## config.mk

```make
export PLATFORM = sky130hd
export DESIGN_NAME = vjtag_mem_bridge
export DESIGN_NICKNAME = d
export VERILOG_FILES = /design/src/rtl/vjtag_pkg.sv /design/src/rtl/vjtag_mem_bridge.sv
export SDC_FILE = /design/constraint.sdc
export NUM_CORES = 1
export LEC_CHECK = 0
export CORE_MARGIN = 5
export CORE_UTILIZATION = 46
export CTS_CLUSTER_SIZE = 20
export DETAILED_ROUTE_END_ITERATION = 7
export PLACE_DENSITY = 0.85
export SLEW_MARGIN = 0
export SYNTH_ARGS = -nofsm -noshare
export SYNTH_HDL_FRONTEND = slang
export SYNTH_SLANG_ARGS = --single-unit
```

## constraint.sdc

```tcl
create_clock -name tck -period 1.8 [get_ports tck]
set_clock_uncertainty 0.2 [all_clocks]
set_input_delay 0.36 -clock tck [delete_from_list [all_inputs] [get_ports tck]]
set_output_delay 0.36 -clock tck [all_outputs]
set_load 0.03 [all_outputs]
```

## src/rtl/vjtag_pkg.sv

```systemverilog
// Shared constants for the virtual-JTAG memory bridge: instruction codes,
// default widths and the DR-scan tracking state.
package vjtag_pkg;

    localparam int ADDR_W_DEF = 16;
    localparam int DATA_W_DEF = 8;

    typedef enum logic [1:0] {
        IR_BYPASS   = 2'b00,
        IR_SET_ADDR = 2'b01,
        IR_WRITE    = 2'b10,
        IR_READ     = 2'b11
    } ir_e;

    typedef enum logic {
        ST_IDLE  = 1'b0,
        ST_ARMED = 1'b1
    } dr_state_e;

endpackage

```

## src/rtl/vjtag_mem_bridge.sv

```systemverilog
// Virtual-JTAG to synchronous-memory bridge: address set/readback, write and
// auto-incrementing read through one shared DR shift register.
module vjtag_mem_bridge
    import vjtag_pkg::*;
#(
    parameter int ADDR_W = ADDR_W_DEF,
    parameter int DATA_W = DATA_W_DEF
) (
    input  logic              tck,
    input  logic              rst_n,
    input  logic              tdi,
    output logic              tdo,
    input  logic [1:0]        ir_in,
    output logic [1:0]        ir_out,
    input  logic              virtual_state_cdr,
    input  logic              virtual_state_sdr,
    input  logic              virtual_state_udr,
    input  logic              virtual_state_uir,
    input  logic              virtual_state_e1dr,
    input  logic              virtual_state_pdr,
    input  logic              virtual_state_e2dr,
    input  logic              virtual_state_cir,
    output logic [ADDR_W-1:0] mem_addr,
    output logic [DATA_W-1:0] mem_wdata,
    output logic              mem_we,
    input  logic [DATA_W-1:0] mem_rdata
);

    logic [ADDR_W-1:0] sr_q, sr_d;
    logic [ADDR_W-1:0] addr_q, addr_d;
    logic [DATA_W-1:0] wdata_q, wdata_d;
    logic              bypass_q, bypass_d;
    logic              we_q, we_d;
    logic              wrap_q, wrap_d;
    dr_state_e         state_q, state_d;
    ir_e               ir;
    logic              load_addr, inc_addr;
    logic              unused_ok;

    assign ir        = ir_e'(ir_in);
    assign unused_ok = ^{virtual_state_e1dr, virtual_state_pdr,
                         virtual_state_e2dr, virtual_state_cir};

    // Shift and update only act after a capture since reset, so a reset in
    // the middle of a scan drops the partial DR and cannot trigger a write.
    always_comb begin
        sr_d      = sr_q;
        bypass_d  = bypass_q;
        wdata_d   = wdata_q;
        we_d      = 1'b0;
        state_d   = state_q;
        load_addr = 1'b0;
        inc_addr  = we_q;
        addr_d    = addr_q;
        wrap_d    = wrap_q;

        if (virtual_state_udr) begin
            state_d = ST_IDLE;
            if (state_q == ST_ARMED) begin
                case (ir)
                    IR_SET_ADDR: load_addr = 1'b1;
                    IR_WRITE: begin
                        wdata_d = sr_q[DATA_W-1:0];
                        we_d    = 1'b1;
                    end
                    IR_READ:     inc_addr = 1'b1;
                    default: ;
                endcase
            end
        end else if (virtual_state_cdr) begin
            state_d = ST_ARMED;
            case (ir)
                IR_BYPASS:   bypass_d = 1'b0;
                IR_SET_ADDR: sr_d = addr_q;
                IR_WRITE:    sr_d = '0;
                default: begin
                    sr_d              = '0;
                    sr_d[DATA_W-1:0]  = mem_rdata;
                end
            endcase
        end else if (virtual_state_sdr && state_q == ST_ARMED) begin
            if (ir == IR_BYPASS) begin
                bypass_d = tdi;
            end else begin
                sr_d = sr_q >> 1;
                if (ir == IR_SET_ADDR) sr_d[ADDR_W-1] = tdi;
                else                   sr_d[DATA_W-1] = tdi;
            end
        end

        // Write increments during its strobe cycle, after using the old address.
        if (load_addr)     addr_d = sr_q;
        else if (inc_addr) addr_d = addr_q + 1'b1;

        if (virtual_state_uir && ir == IR_SET_ADDR) wrap_d = 1'b0;
        if (inc_addr && !load_addr && (&addr_q))    wrap_d = 1'b1;
    end

    always_ff @(posedge tck or negedge rst_n) begin
        if (!rst_n) begin
            sr_q     <= '0;
            bypass_q <= 1'b0;
            addr_q   <= '0;
            wdata_q  <= '0;
            we_q     <= 1'b0;
            wrap_q   <= 1'b0;
            state_q  <= ST_IDLE;
        end else begin
            sr_q     <= sr_d;
            bypass_q <= bypass_d;
            addr_q   <= addr_d;
            wdata_q  <= wdata_d;
            we_q     <= we_d;
            wrap_q   <= wrap_d;
            state_q  <= state_d;
        end
    end

    assign tdo       = (ir == IR_BYPASS) ? bypass_q : sr_q[0];
    assign ir_out    = {1'b1, wrap_q};
    assign mem_addr  = addr_q;
    assign mem_wdata = wdata_q;
    assign mem_we    = we_q;

endmodule

```

==> impl_metrics.env, run 1 <==
export IMPL_status="finished clean"
export IMPL_slowest_stage="dfrtp_1"
export IMPL_start_kind="flop"
export IMPL_cts_buffer_depth=2
export IMPL_track_usage_pct=20.8
export IMPL_antenna_found_initial=0
export IMPL_p_int_uw=2230
export IMPL_slew_violations=0
export IMPL_clock_power_share_pct=17.5
export IMPL_reg2reg_from="state_q$_DFFE_PN0P_"
export IMPL_fp_coreArea_um2=5110
export IMPL_area_delta_synth_final_pct=39.3
export IMPL_drt_wl_total_mm=6.31
export IMPL_combinationalPowerShare_pct=40.7
export IMPL_finalSetupTns_ns=0
export IMPL_swShare_pct=40.1
export IMPL_rr_worst_depth=5
export IMPL_required_ns=1.79
export IMPL_path_delay_family="flip-flops"
export IMPL_rr_endpoint="sr_q[4]$_DFFE_PN0P_"
export IMPL_drc_errors=0
export IMPL_total_leakage_power_uw=0.00146
export IMPL_maxCapViolCount=0
export IMPL_grt_max_degree=25
export IMPL_die_height_um=82.3
export IMPL_grt_pass1_vias=2286
export IMPL_place_ws_ns=-0.741
export IMPL_rrSetupSlack_ns=0.05
export IMPL_synthFlopType="dfrtp_1"
export IMPL_die_w_um=82.3
export IMPL_seq_area_frac_synth_pct=45.8
export IMPL_start_util_pct=47.1
export IMPL_wl_per_cell_um=15.9
export IMPL_fmax_mhz=570
export IMPL_power_density_nw_per_um2=1110
export IMPL_peakVddDrop_mv=0.892
export IMPL_fillCellCount=413
export IMPL_die_area_um2=6780
export IMPL_clk_pin_slew_ns=0.08
export IMPL_finalSetupViolCount=0
export IMPL_min_to="state_q$_DFFE_PN0P_"
export IMPL_netlist_area_um2=2410
export IMPL_rsz0062_at_grt="false"
export IMPL_avgSynthCellArea_um2=9.70
export IMPL_hold_violations=0
export IMPL_path_max_fanout=6
export IMPL_seq_power_share_pct=41.8
export IMPL_grt_pass1_wl_mm=10.6
export IMPL_period_needed_ns=1.75
export IMPL_fin_nets=352
export IMPL_multiInputGateArea_um2=1300
export IMPL_synth_edff_count=0
export IMPL_cts_sinks=44
export IMPL_num_antenna_cells=0
export IMPL_hpwl_mm=4.49
export IMPL_yosysWarnings=0
export IMPL_dp_cells=387
export IMPL_critPathBufInv=2
export IMPL_crit_arrival_ns=1.75
export IMPL_cts_tree="yes"
export IMPL_synthTopCellsByArea="dfrtp_1 (46%), mux2_2 (8.9%), a21oi_1 (6.0%)"
export IMPL_synth_top_area_cell="dfrtp_1"
export IMPL_dpl_cell_area_um2=3200
export IMPL_row_count=26
export IMPL_period_share_pct=97.5
export IMPL_cts_root_buffer="clkbuf_8"
export IMPL_port_buffers=43
export IMPL_synth_cells=248
export IMPL_worstSetupStartpoint="state_q$_DFFE_PN0P_"
export IMPL_crit_chain="buf_4 > a21oi_1 > nor3_4 > buf_6 > mux2_2"
export IMPL_vias=2143
export IMPL_whs_path_depth=3
export IMPL_synth_cell_types=38
export IMPL_async_flop_share_pct=100
export IMPL_fin_ws_ns=0.0458
export IMPL_synth_most_common_cell="dfrtp_1"
export IMPL_drt_initial_drc_count=135
export IMPL_p_sw_uw=1490
export IMPL_instances_no_fill=397
export IMPL_worst_setup_path_type="flop to flop"
export IMPL_synth_top_cell_area_share_pct=45.8
export IMPL_htree_levels=2
export IMPL_cpPeakStageDelay_ns=0.46
export IMPL_ys_seq_elements=44
export IMPL_synthTopCellsByCount="dfrtp_1 (44), a21oi_1 (29), nand2_1 (22)"
export IMPL_cp_end_kind="flop"
export IMPL_first_pass_iters=4
export IMPL_design_area_um2=3350
export IMPL_hold_path_class="input port to flop"
export IMPL_cts_buffers=5
export IMPL_worstHoldStart="virtual_state_udr"
export IMPL_via_per_inst=5.40
export IMPL_place_gp_congestion=0.819
export IMPL_pin_count=49
export IMPL_clock_latency_ns=0.30
export IMPL_detail_route_antenna_nets=0
export IMPL_syn_nets=274
export IMPL_seq_area_um2=1110
export IMPL_drive_gt1_share_pct=29.4
export IMPL_overflow=0
export IMPL_finalPower_uw=3720
metal layers:
layer / vias to the layer above / track usage [%] / share of wire [%]
met2: 69 / 34.9 / 51
met5: - / 0 / 0
met1: 1037 / 25.1 / 43
met4: 0 / 9.63 / 2.4
met3: 15 / 4.88 / 4.4
li1: 1022 / - / -
power by group through the flow:
| stage | Combinational, uW | Sequential [uW] | Clock (uW) |
|---|---|---|---|
| after detailed placement | 1600 | 1560 | 0 |
| after floorplan | 515 | 1890 | 0 |
| final | 1510 | 1550 | 651 |
| after CTS | 1500 | 1540 | 659 |
| after global routing | 1640 | 1600 | 706 |
| after global placement | 1550 | 1550 | 0 |
kinds of logic after synthesis:
logic type / share of synthesized area (%)
xor+xnor: 4.00
flops: 45.8
other cells: 0.156
buf+inv: 3.48
compound gates: 12.8
fa+ha+maj: 2.60
simple gates: 20.6
mux: 10.6
through the flow:
step / hold slack, ns / util [%]
after detailed placement: 0.122 / 62.6
after CTS: 0.304 / 65.0
after global routing: 0.308 / 65.6
final: 0.294 / 65.6
after floorplan: -0.136 / -
after global placement: 0.122 / 62.6
timing repair:
action,in CTS,in global routing
endpoints found under the hold margin,17,0
endpoints found under the setup margin,68,22
resized for setup,48,14
pin swaps,1,1
cloned,1,0
hold buffers,1,0
setup buffers,0,0
worst max-delay path by stage:
| stage | end | slack (ns) | cells past startpoint |
|---|---|---|---|
| 4_1_cts | tdo | -0.03 | 5 |
| 2_1_floorplan | mem_addr[15]$_DFFE_PN0P_ | 0.005 | 4 |
| 3_5_place_dp | tdo | -0.74 | 5 |
| 3_3_place_gp | tdo | -0.70 | 5 |
| 5_1_grt | mem_addr[2] | 0.008 | 1 |
| 6_report | sr_q[4]$_DFFE_PN0P_ | 0.05 | 5 |
cell usage in the layout (no fill, tap or decap), types with 4 or more instances in the layout:
master           instances
xnor2_1                 10
nand3_1                  9
buf_4                   36
dlygate4sd2_1           26
mux2_2                  18
a21oi_1                 28
o21ai_1                  5
o21ai_0                 11
dfrtp_1                 40
clkbuf_8                 6
nor2b_1                 16
nand2_1                 22
nor2_1                  21
dfrtp_2                  4
o211ai_1                 4
mux2i_1                  4
buf_6                    5
clkdlybuf4s50_1         12
state kept, by name (all words and copies together), names as in the netlist:
signal and count:
bypass_q 1, sr_q 16, mem_wdata 8, mem_we 1, wrap_q 1, mem_addr 16, state_q 1
cell type report:
| class | instances | share of cell area (%) |
|---|---|---|
| multi-input cells | 185 | 38.7 |
| flip-flops and latches | 44 | 33.0 |
| repair buffers | 86 | 22.4 |
| well taps | 70 | 2.61 |
| clock buffers | 6 | 2.46 |
| inverters | 4 | 0.448 |
| clock inverters | 2 | 0.299 |
worst register-to-register path: stages, from the launching register on:
cell and delay [ns]:
dfrtp_1 0.46, buf_4 0.17, a21oi_1 0.09, nor3_4 0.21, buf_6 0.18, mux2_2 0.34
Power figures use the tool's default switching activity.
==> run 2: changes to the inputs <==
--- a/config.mk
+++ b/config.mk
@@ -9,6 +9,7 @@
 export CORE_UTILIZATION = 46
 export CTS_CLUSTER_SIZE = 20
 export DETAILED_ROUTE_END_ITERATION = 7
+export GPL_ROUTABILITY_DRIVEN = 0
 export PLACE_DENSITY = 0.85
 export SLEW_MARGIN = 0
 export SYNTH_ARGS = -nofsm -noshare
==> results of run 2 <==
No change in the layout: final DEF, timing and power equal those of run 1.
==> run 3: changes to the inputs <==
--- a/config.mk
+++ b/config.mk
@@ -11,7 +11,6 @@
 export DETAILED_ROUTE_END_ITERATION = 7
 export GPL_ROUTABILITY_DRIVEN = 0
 export PLACE_DENSITY = 0.85
-export SLEW_MARGIN = 0
 export SYNTH_ARGS = -nofsm -noshare
 export SYNTH_HDL_FRONTEND = slang
 export SYNTH_SLANG_ARGS = --single-unit
==> results of run 3 <==
No change in the layout: final DEF, timing and power equal those of run 1.
